===== src/rtl/segajoy_filter_if.sv =====
// Decoded pad bus between the joystick scanner (master) and the debounce/autofire filter (slave).
interface segajoy_filter_if;
    logic       joy_stb;
    logic [7:0] joy_in;
    logic       af_en;
    logic [7:0] joy_out;
    logic       joy_chg;

    modport master (
        output joy_stb,
        output joy_in,
        output af_en,
        input  joy_out,
        input  joy_chg
    );

    modport slave (
        input  joy_stb,
        input  joy_in,
        input  af_en,
        output joy_out,
        output joy_chg
    );
endinterface


===== src/rtl/segajoy_filter.sv =====
// Per-scan debounce plus optional autofire for decoded Sega/Atari pad bits.
// Autofire is built only when SEGAJOY_FILTER_AUTOFIRE_EN is defined.
module segajoy_filter #(
    parameter int         DEBOUNCE  = 3,
    parameter int         AF_PERIOD = 3,
    parameter logic [7:0] AF_MASK   = 8'h70
) (
    input  logic            clk115200,
    input  logic            rst_n,
    segajoy_filter_if.slave bus
);
    localparam logic [2:0] DB_LAST = 3'(DEBOUNCE - 1);

    logic [7:0] db_q, db_d;
    logic [2:0] db_cnt_q [8];
    logic [2:0] db_cnt_d [8];
    logic [7:0] bit_diff;
    logic [7:0] bit_hit;
    logic [7:0] joy_out_q, joy_out_d;
    logic       joy_chg_q, joy_chg_d;

    // Each bit flips only after DEBOUNCE consecutive disagreeing scans.
    generate
        for (genvar gi = 0; gi < 8; gi++) begin : g_db
            assign bit_diff[gi] = bus.joy_in[gi] ^ db_q[gi];
            assign bit_hit[gi]  = bit_diff[gi] && (db_cnt_q[gi] == DB_LAST);
            assign db_d[gi]     = bit_hit[gi] ? bus.joy_in[gi] : db_q[gi];
            assign db_cnt_d[gi] = (!bit_diff[gi] || bit_hit[gi]) ? 3'd0
                                                                  : db_cnt_q[gi] + 3'd1;

            always_ff @(posedge clk115200 or negedge rst_n) begin
                if (!rst_n) begin
                    db_cnt_q[gi] <= 3'd0;
                end else if (bus.joy_stb) begin
                    db_cnt_q[gi] <= db_cnt_d[gi];
                end
            end
        end
    endgenerate

`ifdef SEGAJOY_FILTER_AUTOFIRE_EN
    localparam logic [3:0] AF_LAST = 4'(AF_PERIOD - 1);

    logic [3:0] af_cnt_q, af_cnt_d;
    logic       af_phase_q, af_phase_d;

    // One shared phase for all masked bits; it idles high so a fresh press fires at once.
    always_comb begin
        af_cnt_d   = af_cnt_q;
        af_phase_d = af_phase_q;
        if (((db_d & AF_MASK) == 8'h00) || !bus.af_en) begin
            af_cnt_d   = 4'd0;
            af_phase_d = 1'b1;
        end else if (af_cnt_q == AF_LAST) begin
            af_cnt_d   = 4'd0;
            af_phase_d = ~af_phase_q;
        end else begin
            af_cnt_d   = af_cnt_q + 4'd1;
        end
    end

    always_ff @(posedge clk115200 or negedge rst_n) begin
        if (!rst_n) begin
            af_cnt_q   <= 4'd0;
            af_phase_q <= 1'b1;
        end else if (bus.joy_stb) begin
            af_cnt_q   <= af_cnt_d;
            af_phase_q <= af_phase_d;
        end
    end

    assign joy_out_d = (db_d & ~AF_MASK) | (db_d & AF_MASK & {8{af_phase_d}});
`else
    logic unused_af_en;
    assign unused_af_en = bus.af_en;
    assign joy_out_d    = db_d;
`endif

    assign joy_chg_d = bus.joy_stb && (joy_out_d != joy_out_q);

    always_ff @(posedge clk115200 or negedge rst_n) begin
        if (!rst_n) begin
            db_q      <= 8'h00;
            joy_out_q <= 8'h00;
            joy_chg_q <= 1'b0;
        end else begin
            joy_chg_q <= joy_chg_d;
            if (bus.joy_stb) begin
                db_q      <= db_d;
                joy_out_q <= joy_out_d;
            end
        end
    end

    assign bus.joy_out = joy_out_q;
    assign bus.joy_chg = joy_chg_q;
endmodule

===== src/flat_wrapper.sv =====
// flat-port wrapper written by rule: the top's interface ports become plain ports
module segajoy_filter_flat 
#(
    parameter int         DEBOUNCE  = 3,
    parameter int         AF_PERIOD = 3,
    parameter logic [7:0] AF_MASK   = 8'h70
)
  (clk115200, rst_n, bus_joy_stb, bus_joy_in, bus_af_en, bus_joy_out, bus_joy_chg);
  segajoy_filter_if bus_i ();
  input  logic clk115200;
  input  logic rst_n;
  input wire logic [$bits(bus_i.joy_stb)-1:0] bus_joy_stb;
  input wire logic [$bits(bus_i.joy_in)-1:0] bus_joy_in;
  input wire logic [$bits(bus_i.af_en)-1:0] bus_af_en;
  output wire logic [$bits(bus_i.joy_out)-1:0] bus_joy_out;
  output wire logic [$bits(bus_i.joy_chg)-1:0] bus_joy_chg;
  assign bus_i.joy_stb = bus_joy_stb;
  assign bus_i.joy_in = bus_joy_in;
  assign bus_i.af_en = bus_af_en;
  assign bus_joy_out = bus_i.joy_out;
  assign bus_joy_chg = bus_i.joy_chg;
  segajoy_filter #(.DEBOUNCE(DEBOUNCE), .AF_PERIOD(AF_PERIOD), .AF_MASK(AF_MASK)) u_core (.clk115200(clk115200), .rst_n(rst_n), .bus(bus_i));
endmodule

===== config.mk =====
export PLATFORM = sky130hd
export DESIGN_NAME = segajoy_filter_flat
export DESIGN_NICKNAME = d
export VERILOG_FILES = /design/src/rtl/segajoy_filter_if.sv /design/src/rtl/segajoy_filter.sv /design/src/flat_wrapper.sv
export SDC_FILE = /design/constraint.sdc
export NUM_CORES = 1
export LEC_CHECK = 0
export BUFFER_PORTS_ARGS = -buffer_cell sky130_fd_sc_hd__buf_2
export CAP_MARGIN = 25
export CORE_UTILIZATION = 45
export CTS_BUF_LIST = sky130_fd_sc_hd__clkbuf_2 sky130_fd_sc_hd__clkbuf_4 sky130_fd_sc_hd__clkbuf_8
export CTS_CLUSTER_DIAMETER = 150
export DETAILED_ROUTE_END_ITERATION = 7
export GPL_TIMING_DRIVEN = 1
export PLACE_DENSITY = 0.6
export SYNTH_ARGS = -nofsm -noshare
export SYNTH_HDL_FRONTEND = slang
export SYNTH_SLANG_ARGS = --single-unit

===== constraint.sdc =====
create_clock -name clk115200 -period 1.52 [get_ports clk115200]
set_input_delay 0.152 -clock clk115200 [delete_from_list [all_inputs] [get_ports clk115200]]
set_output_delay 0.152 -clock clk115200 [all_outputs]
set_load 0.005 [all_outputs]

==> results_tabular.tex, run 1 <==
\begin{tabular}{lr}
\hline
Metric & Value \\
\hline
\multicolumn{2}{l}{\textbf{Run status}} \\
Run status & complete, no violations \\
\multicolumn{2}{l}{\textbf{Setup path}} \\
Critical path capture point type & register \\
Required time reported for the critical path endpoint & 1.74 ns \\
Number of buffers and inverters on the critical path & 1 \\
Setup Crit Path Kind & register to register \\
Critical path data arrival time & 1.71 ns \\
Critical path, cell by cell & inv\_2, ha\_4, nor2b\_2, or4b\_4, o21ai\_2 \\
Type of origin of the critical path & register \\
Highest cell delay on the worst timing path & 0.54 ns \\
Crit-path max FO & 3 \\
Cell class contributing the biggest share of worst-path delay & simple AND/OR/NAND/NOR gates \\
Standard cell with the maximum stage delay on the critical path & sky130\_fd\_sc\_hd\_\_or4b\_4 \\
\multicolumn{2}{l}{\textbf{STA}} \\
Worst-case headroom to the max-slew limit & 71.52\% \\
Final max-slew violation count & 0 \\
Final setup violation count & 0 \\
Final Cycle Share & 97.60\% \\
Post-route minimum period & 1.484 ns \\
Tightest Pin Transition & 0.4242 ns \\
Final hold vios & 0 \\
F\_max & 674.0 MHz \\
Worst hold slack across all endpoints & 0.1216 ns \\
Worst Skew & 0.01115 ns \\
TNS Setup & 0 ns \\
\multicolumn{2}{l}{\textbf{Placement}} \\
Post-detailed-placement cell area & 0.002066 mm² \\
Quantity of I/O buffers inserted on ports & 19 \\
Gpl congestion & 0.7204 \\
Final HPWL from detailed placement & 2.482 mm \\
\multicolumn{2}{l}{\textbf{Floorplanning}} \\
Num rows & 23 \\
Y dimension of the die & 66.97 µm \\
Core outline area & 0.004029 mm² \\
Die X-Extent & 66.97 µm \\
Die area & 0.004484 mm² \\
Starting Density & 47.14\% \\
Top-Level Pins & 21 \\
\multicolumn{2}{l}{\textbf{Synthesis}} \\
Portion of the post-synthesis area used by sequential elements & 43.48\% \\
Number of synthesized register bits & 33 \\
Compound-Gate Fraction of Synth Area & 9.881\% \\
Adder-cell area share of the yosys netlist & 10.54\% \\
Count of cell types in the netlist & 26 \\
Post-synthesis instance area & 0.001899 mm² \\
Async S/R FF share, synth & 100.0\% \\
Total number of yosys warnings & 0 \\
Number of instances in the synthesized netlist & 182 \\
Simple-gate portion of the synthesized area & 15.74\% \\
Post-synthesis share of cell area spent on xor and xnor gates & 6.456\% \\
Syn nets & 210 \\
Avg Cell Area, Syn & 10.44 µm² \\
Fraction of synthesized area in multiplexers & 7.115\% \\
Dominant combinational cell family by area after synthesis & simple AND/OR/NAND/NOR gates \\
Count of flip-flops with a built-in enable after synthesis & 0 \\
Primary FF master, synth & sky130\_fd\_sc\_hd\_\_dfrtp\_1 \\
\multicolumn{2}{l}{\textbf{CTS}} \\
CTS Buf Count & 5 \\
Clock slew seen by the registers of the worst setup and hold paths & 0.07 ns \\
Root Buffer & sky130\_fd\_sc\_hd\_\_clkbuf\_8 \\
Clock tree buffer depth & 2 \\
Worst-skew pair later-pin latency & 0.30 ns \\
Setup fix buffers added after clock tree synthesis & 0 \\
Htree depth & 2 \\
CTS tree & built \\
CTS sink cnt & 33 \\
\multicolumn{2}{l}{\textbf{Power}} \\
Total power of the final layout & 3.827 mW \\
Peak supply drop & 0.9759 mV \\
Power density of the placed cells & 1725 mW/mm² \\
Leakage Power & 0.9968 nW \\
\multicolumn{2}{l}{\textbf{Job}} \\
Count of max-cap constraint violations & 0 \\
\multicolumn{2}{l}{\textbf{Final layout}} \\
Core occupancy in the finished layout & 55.06\% \\
Final \#Nets & 233 \\
Synthesis-to-layout area growth & 16.80\% \\
Combined area of the multi-input logic cells & 967.2 µm² \\
Layout cells sized above 1 & 23.30\% \\
Count of inserted antenna diode cells & 0 \\
Filler cells & 365 \\
Post-route design area & 0.002218 mm² \\
Storage cell area & 825.8 µm² \\
\multicolumn{2}{l}{\textbf{Routing}} \\
Routed via count & 1361 \\
Number of nets with antenna violations after routing & 0 \\
DRC violation count after routing & 0 \\
Vias per cell & 5.316 \\
Routed wirelength normalized by instance count & 13.81 µm \\
Violation count after the first detailed-routing iteration & 83 \\
Drt pass-1 iters & 4 \\
Drt total wl & 3.536 mm \\
\multicolumn{2}{l}{\textbf{Global routing}} \\
GR Overflow Total & 0 \\
First-pass GRT wire length & 5.671 mm \\
Pin count of the biggest net entering global routing & 34 \\
All-Layer GR Usage & 17.52\% \\
Via count of the first global-routing pass & 1372 \\
Number of antenna violations at the first check in global routing & 0 \\
\multicolumn{2}{l}{\textbf{Worst hold path}} \\
Min-Delay Path Class & input pin to register \\
\hline
\end{tabular}
==> cell type report <==
cell class	instances	share of cell area [%]
clock buffers	7	4.061
clock inverters	1	1.354
inverters	26	4.399
multi-input cells	117	43.60
flip-flops and latches	33	37.23
well taps	50	2.820
repair buffers	22	6.543
==> metrics by stage <==
| step | std cells | setup slack (ns) |
|---|---|---|
| floorplan | 182 | 0.2010 |
| global placement | 247 | 0.1278 |
| detailed placement | 247 | 0.04889 |
| CTS | 256 | 0.06214 |
| global route | 256 | -0.0003848 |
| finish | 256 | 0.03642 |
==> cell families (layout without fill, tap and decap cells) <==
| group | count (synthesis) | in the layout |
|---|---|---|
| AOI/OAI and AO/OA | 33 | 33 |
| buffers and inverters | 32 | 56 |
| xor gates and xnor gates | 14 | 14 |
| and+or+nand+nor | 42 | 42 |
| DFF | 33 | 33 |
| muxes | 12 | 12 |
| adders and majority gates | 16 | 16 |
==> Yosys cell counts, drive strengths merged, types with 3 or more instances <==
master,instances,area (µm²)
nand4,6,37.54
nand2b,7,43.79
nor2b,3,18.77
xor2,6,52.55
nor4bb,5,50.05
o22ai,9,56.30
xnor2,8,70.07
o21ai,16,80.08
dfrtp,33,825.8
inv,26,97.59
nand3,6,30.03
mux2,12,135.1
buf,5,27.53
a21oi,5,25.02
nand4b,6,52.55
ha,16,200.2
==> flip-flops by register name, indices dropped and copies added, names as in the netlist <==
signal              count
u_core.bus.joy_chg      1
u_core.db_cnt_q        24
u_core.bus.joy_out      8
==> report_power, final <==
group / internal (mW) / switching, mW / total [mW]
clock network: 0.552 / 0.337 / 0.889
logic: 0.725 / 0.689 / 1.41
registers: 1.22 / 0.302 / 1.52
==> path summary, 6_finish.rpt <==
path	slack (ns)	start	depth (start not counted)	to
max	0.04	u_core.db_cnt_q[6]$_DFFE_PN0P_	5	u_core.db_cnt_q[6]$_DFFE_PN0P_
min in group asynchronous	0.32	rst_n	2	u_core.bus.joy_out[1]$_DFFE_PN0P_
min	0.12	bus_joy_in[5]	2	u_core.bus.joy_out[5]$_DFFE_PN0P_
max in group asynchronous	0.75	rst_n	3	u_core.bus.joy_out[7]$_DFFE_PN0P_
min reg2reg	0.55	u_core.db_cnt_q[1]$_DFFE_PN0P_	1	u_core.db_cnt_q[1]$_DFFE_PN0P_
max reg2reg	0.04	u_core.db_cnt_q[6]$_DFFE_PN0P_	5	u_core.db_cnt_q[6]$_DFFE_PN0P_
==> per-layer routing <==
metal | vias to the layer above | share of wire (%) | GRT usage, %
met5 | - | 0 | 0
met4 | 0 | 2.3 | 10.37
met3 | 8 | 3.1 | 4.623
met2 | 23 | 50 | 30.18
met1 | 643 | 45 | 19.06
li1 | 687 | - | -
==> layout by cell type, fill, tap and decap left out, drive strengths merged <==
cell	n
o32ai	1
clkbuf	7
nand2	2
inv	26
dlygate4sd3	1
nand4	6
o22ai	9
a31oi	1
dfrtp	33
ha	16
mux2	12
xor2	6
bufinv	1
and4bb	2
o41a	1
xnor2	8
nor2b	3
a21oi	5
nand3	6
o21ai	16
nor3	2
nor2	1
nand4b	6
buf	21
nor4bb	5
or4b	2
nand2b	7
==> timing repair <==
item                                   4_1_cts  5_1_grt
endpoints found under the hold margin       16        0
hold buffers                                 1        0
gates resized for setup                      0        7
setup endpoints to repair                    0        1
(Power assumes the default switching activity.)
==> run 2: changes to the inputs <==
ABC_CLOCK_PERIOD_IN_PS = 1520   (was default)
CTS_BUF_LIST = sky130_fd_sc_hd__clkbuf_16   (was sky130_fd_sc_hd__clkbuf_2 sky130_fd_sc_hd__clkbuf_4 sky130_fd_sc_hd__clkbuf_8)
==> run 2 against run 1 <==
  * Utilization grew 0.68 points
  * Via count barely moved
  * Worst hold slack gained 0.017 ns
  * Critical endpoint unchanged
==> results_tabular.tex, run 2 (same netlist as run 1, synthesis figures left out) <==
\begin{tabular}{lr}
\hline
Metric & Value \\
\hline
\multicolumn{2}{l}{\textbf{Setup path}} \\
Highest cell delay on the worst timing path & 0.49 ns (-0.05 ns) \\
Type of origin of the critical path & register \\
R2R cell count & 5 (unchanged) \\
Cell class contributing the biggest share of worst-path delay & simple AND/OR/NAND/NOR gates \\
Critical path data arrival time & 1.67 ns (-0.04 ns) \\
Destination of the worst register-to-register timing path & u\_core.db\_cnt\_q[6]\$\_DFFE\_PN0P\_ \\
Source of the worst register-to-register timing path & u\_core.db\_cnt\_q[6]\$\_DFFE\_PN0P\_ \\
Worst reg-to-reg setup slack & 0.06 ns (+0.02 ns) \\
Crit-path max FO & 3 (unchanged) \\
Required time reported for the critical path endpoint & 1.72 ns (-0.02 ns) \\
Critical path, cell by cell & inv\_2, ha\_1, nor2b\_1, or4b\_4, o21ai\_2 \\
Number of buffers and inverters on the critical path & 1 (unchanged) \\
Critical path capture point type & register \\
Setup Crit Path Kind & register to register \\
Standard cell with the maximum stage delay on the critical path & sky130\_fd\_sc\_hd\_\_or4b\_4 \\
\multicolumn{2}{l}{\textbf{Floorplanning}} \\
Num rows & 23 (unchanged) \\
Die X-Extent & 66.97 µm (unchanged) \\
Top-Level Pins & 21 (unchanged) \\
Die area & 0.004484 mm² (unchanged) \\
Starting Density & 47.14\% (unchanged) \\
Y dimension of the die & 66.97 µm (unchanged) \\
Core outline area & 0.004029 mm² (unchanged) \\
\multicolumn{2}{l}{\textbf{STA}} \\
Tightest Pin Transition & 0.4268 ns (+0.002588 ns) \\
Unrepaired setup endpoints after global routing & false \\
Final max-slew violation count & 0 (unchanged) \\
Final setup violation count & 0 (unchanged) \\
TNS Setup & 0 ns (unchanged) \\
Final hold vios & 0 (unchanged) \\
Final Cycle Share & 96.37\% (-1.2 points) \\
F\_max & 682.7 MHz (+1.3\%) \\
Worst-case headroom to the max-slew limit & 71.35\% (-0.17 points) \\
Worst Skew & 0.007766 ns (-0.003387 ns) \\
Post-route minimum period & 1.465 ns (-0.01870 ns) \\
\multicolumn{2}{l}{\textbf{Final layout}} \\
Flip-flop count of the largest register after layout & 24 (unchanged) \\
Commonest non-fill, non-tap cell in the layout & sky130\_fd\_sc\_hd\_\_dfrtp\_1 \\
Synthesis-to-layout area growth & 18.25\% \\
Filler cells & 359 (-1.6\%) \\
Commonest non-fill, non-tap cells in the layout & sky130\_fd\_sc\_hd\_\_dfrtp\_1, sky130\_fd\_sc\_hd\_\_inv\_1, sky130\_fd\_sc\_hd\_\_buf\_2 \\
Final \#Nets & 233 (unchanged) \\
Post-route design area & 0.002246 mm² (+1.2\%) \\
Count of inserted antenna diode cells & 0 (unchanged) \\
Finished Layout Cells & 256 (unchanged) \\
Top register by number of flip-flops & u\_core.db\_cnt\_q \\
Layout cells sized above 1 & 21.36\% (-1.9 points) \\
\multicolumn{2}{l}{\textbf{CTS}} \\
Htree depth & 2 (unchanged) \\
CTS tree & built \\
Root Buffer & sky130\_fd\_sc\_hd\_\_clkbuf\_16 \\
CTS Buf Count & 5 (unchanged) \\
CTS sink cnt & 33 (unchanged) \\
Worst-skew pair later-pin latency & 0.28 ns (-0.02 ns) \\
Clock tree buffer depth & 2 (unchanged) \\
Clock slew seen by the registers of the worst setup and hold paths & 0.05 ns (-0.02 ns) \\
\multicolumn{2}{l}{\textbf{Worst hold path}} \\
Destination of the worst hold path & u\_core.bus.joy\_out[5]\$\_DFFE\_PN0P\_ \\
Cells on Worst Hold Path & 2 (unchanged) \\
Min-Delay Path Class & input pin to register \\
Hold path startpoint & bus\_joy\_in[5] \\
\multicolumn{2}{l}{\textbf{Routing}} \\
Vias per cell & 5.313 (about the same) \\
Drt total wl & 3.512 mm (-0.68\%) \\
Drt pass-1 iters & 4 (unchanged) \\
Violation count after the first detailed-routing iteration & 60 (-28\%) \\
DRC violation count after routing & 0 (unchanged) \\
Routed wirelength normalized by instance count & 13.72 µm (-0.68\%) \\
Number of nets with antenna violations after routing & 0 (unchanged) \\
Routed via count & 1360 (-0.073\%) \\
\multicolumn{2}{l}{\textbf{Run status}} \\
Run status & complete, no violations \\
\multicolumn{2}{l}{\textbf{Placement}} \\
Number of cells in the design after placement & 247 (unchanged) \\
Quantity of I/O buffers inserted on ports & 19 (unchanged) \\
Post-detailed-placement cell area & 0.002066 mm² (unchanged) \\
Gpl congestion & 0.7204 (unchanged) \\
Final HPWL from detailed placement & 2.482 mm (unchanged) \\
\multicolumn{2}{l}{\textbf{Global routing}} \\
First-pass GRT wire length & 5.768 mm (+1.7\%) \\
Via count of the first global-routing pass & 1389 (+1.2\%) \\
Pin count of the biggest net entering global routing & 34 (unchanged) \\
GR Overflow Total & 0 (unchanged) \\
Number of antenna violations at the first check in global routing & 0 (unchanged) \\
All-Layer GR Usage & 17.48\% (-0.036 points) \\
\multicolumn{2}{l}{\textbf{Power}} \\
Peak supply drop & 0.9862 mV (+1.0\%) \\
Leakage Power & 1.017 nW (+2.1\%) \\
Power density of the placed cells & 1795 mW/mm² (+4.0\%) \\
\multicolumn{2}{l}{\textbf{Job}} \\
Count of max-cap constraint violations & 0 (unchanged) \\
\hline
\end{tabular}
==> run 2: cell types whose count changed in the layout (fill, tap and decap cells not counted), sizes merged <==
cell and delta:
clkbuf -2, clkinv +1, inv +1
==> run 2: per-stage QoR <==
stage | power, mW | hold slack (ns) | setup slack (ns) | util, %
floorplan | 2.481 | -0.1436 | 0.2010 | -
global placement | 2.788 | 0.1160 | 0.1278 | 51.27
detailed placement | 2.888 | 0.1223 | 0.04889 | 51.27
CTS | 4.048 | 0.1350 | 0.02506 | 55.56
global route | 4.334 | 0.1516 | 0.001982 | 55.75
finish | 4.031 | 0.1384 | 0.05512 | 55.75
==> run 2: how the worst max path moves through the flow <==
stage	start	end	depth (start not counted)
2_1_floorplan	u_core.db_cnt_q[0]$_DFFE_PN0P_	u_core.db_cnt_q[0]$_DFFE_PN0P_	5
6_report	u_core.db_cnt_q[6]$_DFFE_PN0P_	u_core.db_cnt_q[6]$_DFFE_PN0P_	5
4_1_cts	u_core.db_cnt_q[6]$_DFFE_PN0P_	u_core.db_cnt_q[6]$_DFFE_PN0P_	5
5_1_grt	u_core.bus.joy_out[7]$_DFFE_PN0P_	u_core.bus.joy_chg$_DFF_PN0_	3
3_5_place_dp	u_core.bus.joy_out[7]$_DFFE_PN0P_	u_core.bus.joy_chg$_DFF_PN0_	3
3_3_place_gp	u_core.db_cnt_q[18]$_DFFE_PN0P_	u_core.bus.joy_chg$_DFF_PN0_	5
==> run 2: what timing repair did <==
action,CTS,global route
buffers inserted,0,0
resized for setup,0,4
endpoints found under the setup margin,0,1
hold buffers,1,0
endpoints found under the hold margin,16,0
==> run 2: layer usage <==
metal / GRT usage, % / up-vias / share of wire [%]
met3: 6.164 / 2 / 3.4
met2: 30.56 / 17 / 51
met5: 0 / - / 0
li1: - / 687 / -
met4: 5.585 / 0 / 0.48
met1: 19.60 / 654 / 46
==> run 2: final cells by class <==
class                   count  area (µm²)  share of cell area, %
clock inverters             3       37.54                  1.671
inverters                  26       97.59                  4.345
multi-input cells         117       952.2                  42.40
repair buffers             22       145.1                  6.462
clock buffers               5       125.1                  5.571
flip-flops and latches     33       825.8                  36.77
well taps                  50       62.56                  2.786
==> run 2: power breakdown <==
part	total, mW	internal [mW]	switching (mW)	leakage [nW]
registers	1.52	1.22	0.299	0.427
logic	1.39	0.710	0.677	0.508
clock network	1.12	0.760	0.361	0.0826
total	4.03	2.69	1.34	1.02
==> run 2: worst register-to-register path, cell delays in order, from the launching register on <==
cell and delay, ns:
sky130_fd_sc_hd__dfrtp_1 0.39, sky130_fd_sc_hd__inv_2 0.06, sky130_fd_sc_hd__ha_1 0.21, sky130_fd_sc_hd__nor2b_1 0.16, sky130_fd_sc_hd__or4b_4 0.49, sky130_fd_sc_hd__o21ai_2 0.07
==> run 3: changes to the inputs <==
==> constraint.sdc (replaced) <==
create_clock -name clk115200 -period 1.52 [get_ports clk115200]
set_input_delay 0.152 -clock clk115200 [delete_from_list [all_inputs] [get_ports clk115200]]
set_output_delay 0.152 -clock clk115200 [all_outputs]
set_load 0.1 [all_outputs]
==> run 3 against run 2 <==
  * Clock power decreased by 15%
  * Worst hold slack improved by 0.017 ns
  * Non-clock buffer count increased by 6
  * Sequential share of layout area increased by 0.14 points
  * Clock-buffer cell count unchanged
  * Cell count increased by 2.3%
  * Clock skew decreased by 0.0015 ns
  * Power increased by 19%
  * Utilization increased by 0.47 points
  * Global-route usage increased by 1.4 points
  * Register-to-register slack about the same
  * Highest routed layer unchanged
==> results_tabular.tex, run 3 (same netlist as run 1, synthesis figures left out) <==
\begin{tabular}{lr}
\hline
Metric & Value \\
\hline
\multicolumn{2}{l}{\textbf{Run status}} \\
Run status & complete, no violations \\
\multicolumn{2}{l}{\textbf{Routing}} \\
DRC violation count after routing & 0 (unchanged) \\
Number of nets with antenna violations after routing & 0 (unchanged) \\
Drt total wl & 3.676 mm (+4.7\%) \\
Vias per cell & 5.408 (+1.8\%) \\
Violation count after the first detailed-routing iteration & 62 (+3.3\%) \\
Amount of wire on met2 after detailed routing & 1.918 mm (+8.0\%) \\
Routed via count & 1417 (+4.2\%) \\
Routed wire length on met3 & 95 µm (-20\%) \\
Routed wirelength normalized by instance count & 14.03 µm (+2.3\%) \\
Wire length the detailed router placed on met1 & 1.596 mm (-0.25\%) \\
Highest signal layer in the routed design & met4 \\
Drt pass-1 iters & 4 (unchanged) \\
\multicolumn{2}{l}{\textbf{Final layout}} \\
Post-route design area & 0.002265 mm² (+0.84\%) \\
Count of inserted antenna diode cells & 0 (unchanged) \\
Storage cell area & 835.8 µm² (+1.2\%) \\
Flip-flop count of the largest register after layout & 24 (unchanged) \\
Top register by number of flip-flops & u\_core.db\_cnt\_q \\
Synthesis-to-layout area growth & 19.24\% \\
Final \#Nets & 239 (+2.6\%) \\
Combined area of the multi-input logic cells & 964.7 µm² (+1.3\%) \\
Commonest non-fill, non-tap cells in the layout & sky130\_fd\_sc\_hd\_\_inv\_1, sky130\_fd\_sc\_hd\_\_dfrtp\_1, sky130\_fd\_sc\_hd\_\_buf\_2 \\
Filler cells & 344 (-4.2\%) \\
Layout cells sized above 1 & 28.30\% (+6.9 points) \\
Commonest non-fill, non-tap cell in the layout & sky130\_fd\_sc\_hd\_\_inv\_1 \\
\multicolumn{2}{l}{\textbf{STA}} \\
Unrepaired setup endpoints after global routing & false \\
Worst Skew & 0.006315 ns (-0.001451 ns) \\
Final hold vios & 0 (unchanged) \\
Final max-slew violation count & 0 (unchanged) \\
Final setup violation count & 0 (unchanged) \\
F\_max & 686.0 MHz (+0.49\%) \\
TNS Setup & 0 ns (unchanged) \\
Worst-case headroom to the max-slew limit & 67.80\% (-3.5 points) \\
Post-route minimum period & 1.458 ns (-0.007121 ns) \\
Tightest Pin Transition & 0.4863 ns (+0.05958 ns) \\
Final Cycle Share & 95.91\% (-0.47 points) \\
\multicolumn{2}{l}{\textbf{Setup path}} \\
Required time reported for the critical path endpoint & 1.68 ns (-0.04 ns) \\
Critical path, cell by cell & inv\_1, ha\_1, nand2b\_1, o22ai\_1, o41a\_1 \\
Critical path data arrival time & 1.62 ns (-0.05 ns) \\
Cell class contributing the biggest share of worst-path delay & compound AO/OA/AOI/OAI gates \\
Critical path capture point type & register \\
Type of origin of the critical path & register \\
Standard cell with the maximum stage delay on the critical path & sky130\_fd\_sc\_hd\_\_o41a\_1 \\
Highest cell delay on the worst timing path & 0.42 ns (-0.07 ns) \\
Crit-path max FO & 3 (unchanged) \\
Number of buffers and inverters on the critical path & 1 (unchanged) \\
Setup Crit Path Kind & register to register \\
\multicolumn{2}{l}{\textbf{Floorplanning}} \\
Die area & 0.004484 mm² (unchanged) \\
Die X-Extent & 66.97 µm (unchanged) \\
Starting Density & 47.14\% (unchanged) \\
Y dimension of the die & 66.97 µm (unchanged) \\
Top-Level Pins & 21 (unchanged) \\
Num rows & 23 (unchanged) \\
Core outline area & 0.004029 mm² (unchanged) \\
\multicolumn{2}{l}{\textbf{Placement}} \\
Quantity of I/O buffers inserted on ports & 19 (unchanged) \\
Post-detailed-placement cell area & 0.002081 mm² (+0.73\%) \\
Final HPWL from detailed placement & 2.575 mm (+3.8\%) \\
Gpl congestion & 0.7261 (+0.79\%) \\
\multicolumn{2}{l}{\textbf{CTS}} \\
CTS tree & built \\
Clock tree buffer depth & 2 (unchanged) \\
Worst-skew pair later-pin latency & 0.28 ns (about the same) \\
Root Buffer & sky130\_fd\_sc\_hd\_\_clkbuf\_16 \\
CTS Buf Count & 5 (unchanged) \\
Clock slew seen by the registers of the worst setup and hold paths & 0.05 ns (about the same) \\
Htree depth & 2 (unchanged) \\
CTS sink cnt & 33 (unchanged) \\
\multicolumn{2}{l}{\textbf{Global routing}} \\
Number of antenna violations at the first check in global routing & 0 (unchanged) \\
First-pass GRT wire length & 6.134 mm (+6.3\%) \\
GR Overflow Total & 0 (unchanged) \\
Via count of the first global-routing pass & 1409 (+1.4\%) \\
Pin count of the biggest net entering global routing & 34 (unchanged) \\
All-Layer GR Usage & 18.84\% (+1.4 points) \\
\multicolumn{2}{l}{\textbf{Power}} \\
Total power of the final layout & 4.804 mW (+19\%) \\
Leakage Power & 1.026 nW (+0.85\%) \\
Peak supply drop & 0.9901 mV (+0.40\%) \\
Power density of the placed cells & 2121 mW/mm² (+18\%) \\
\multicolumn{2}{l}{\textbf{Worst hold path}} \\
Min-Delay Path Class & input pin to register \\
\multicolumn{2}{l}{\textbf{Job}} \\
Count of max-cap constraint violations & 0 (unchanged) \\
\hline
\end{tabular}
==> run 3: routing by layer <==
| metal | global-route usage, % | vias to the layer above |
|---|---|---|
| li1 | - | 694 |
| met1 | 20.41 | 702 |
| met2 | 34.22 | 14 |
| met3 | 4.623 | 7 |
| met4 | 8.245 | 0 |
| met5 | 0 | - |
==> run 3: cell type report <==
class,instances,area share (%)
repair buffers,28,7.293
flip-flops and latches,33,36.91
multi-input cells,117,42.60
clock inverters,3,0.6077
well taps,50,2.762
clock buffers,5,5.525
inverters,26,4.309
==> run 3: path summary, 6_finish.rpt <==
check                                                 from                                 to  slack, ns  depth (start not counted)
setup reg to reg           u_core.db_cnt_q[21]$_DFFE_PN0P_       u_core.bus.joy_chg$_DFF_PN0_       0.06                          5
hold / removal                               bus_joy_in[5]  u_core.bus.joy_out[5]$_DFFE_PN0P_       0.16                          2
min in group asynchronous                            rst_n  u_core.bus.joy_out[1]$_DFFE_PN0P_       0.43                          3
hold reg to reg             u_core.db_cnt_q[7]$_DFFE_PN0P_     u_core.db_cnt_q[7]$_DFFE_PN0P_       0.56                          1
setup / recovery           u_core.db_cnt_q[21]$_DFFE_PN0P_       u_core.bus.joy_chg$_DFF_PN0_       0.06                          5
max in group asynchronous                            rst_n  u_core.bus.joy_out[6]$_DFFE_PN0P_       0.75                          3
==> run 3: worst reg2reg max path: stages, from the launching register on <==
cell	delay [ns]
sky130_fd_sc_hd__dfrtp_1	0.37
sky130_fd_sc_hd__inv_1	0.08
sky130_fd_sc_hd__ha_1	0.24
sky130_fd_sc_hd__nand2b_1	0.13
sky130_fd_sc_hd__o22ai_1	0.10
sky130_fd_sc_hd__o41a_1	0.42
==> run 3: what timing repair did <==
action | in CTS | in global routing
buffers inserted | 0 | 4
endpoints found under the hold margin | 33 | 0
gates resized for setup | 0 | 2
endpoints found under the setup margin | 0 | 3
hold buffers | 1 | 0
==> run 3: through the flow <==
step | worst slack (ns) | util [%] | cells | hold slack [ns]
detailed placement | 0.08711 | 51.65 | 249 | 0.2079
floorplan | 0.01642 | - | 182 | -0.1436
CTS | 0.07562 | 55.34 | 258 | 0.1529
finish | 0.06224 | 56.21 | 262 | 0.1559
global placement | 0.1318 | 51.65 | 249 | 0.2015
global route | 0.003714 | 56.21 | 262 | 0.1641
==> run 3: power by group <==
part / total (mW) / internal [mW] / switching (mW)
combinational: 2.29 / 0.760 / 1.53
sequential: 1.56 / 1.25 / 0.310
clock: 0.957 / 0.594 / 0.363
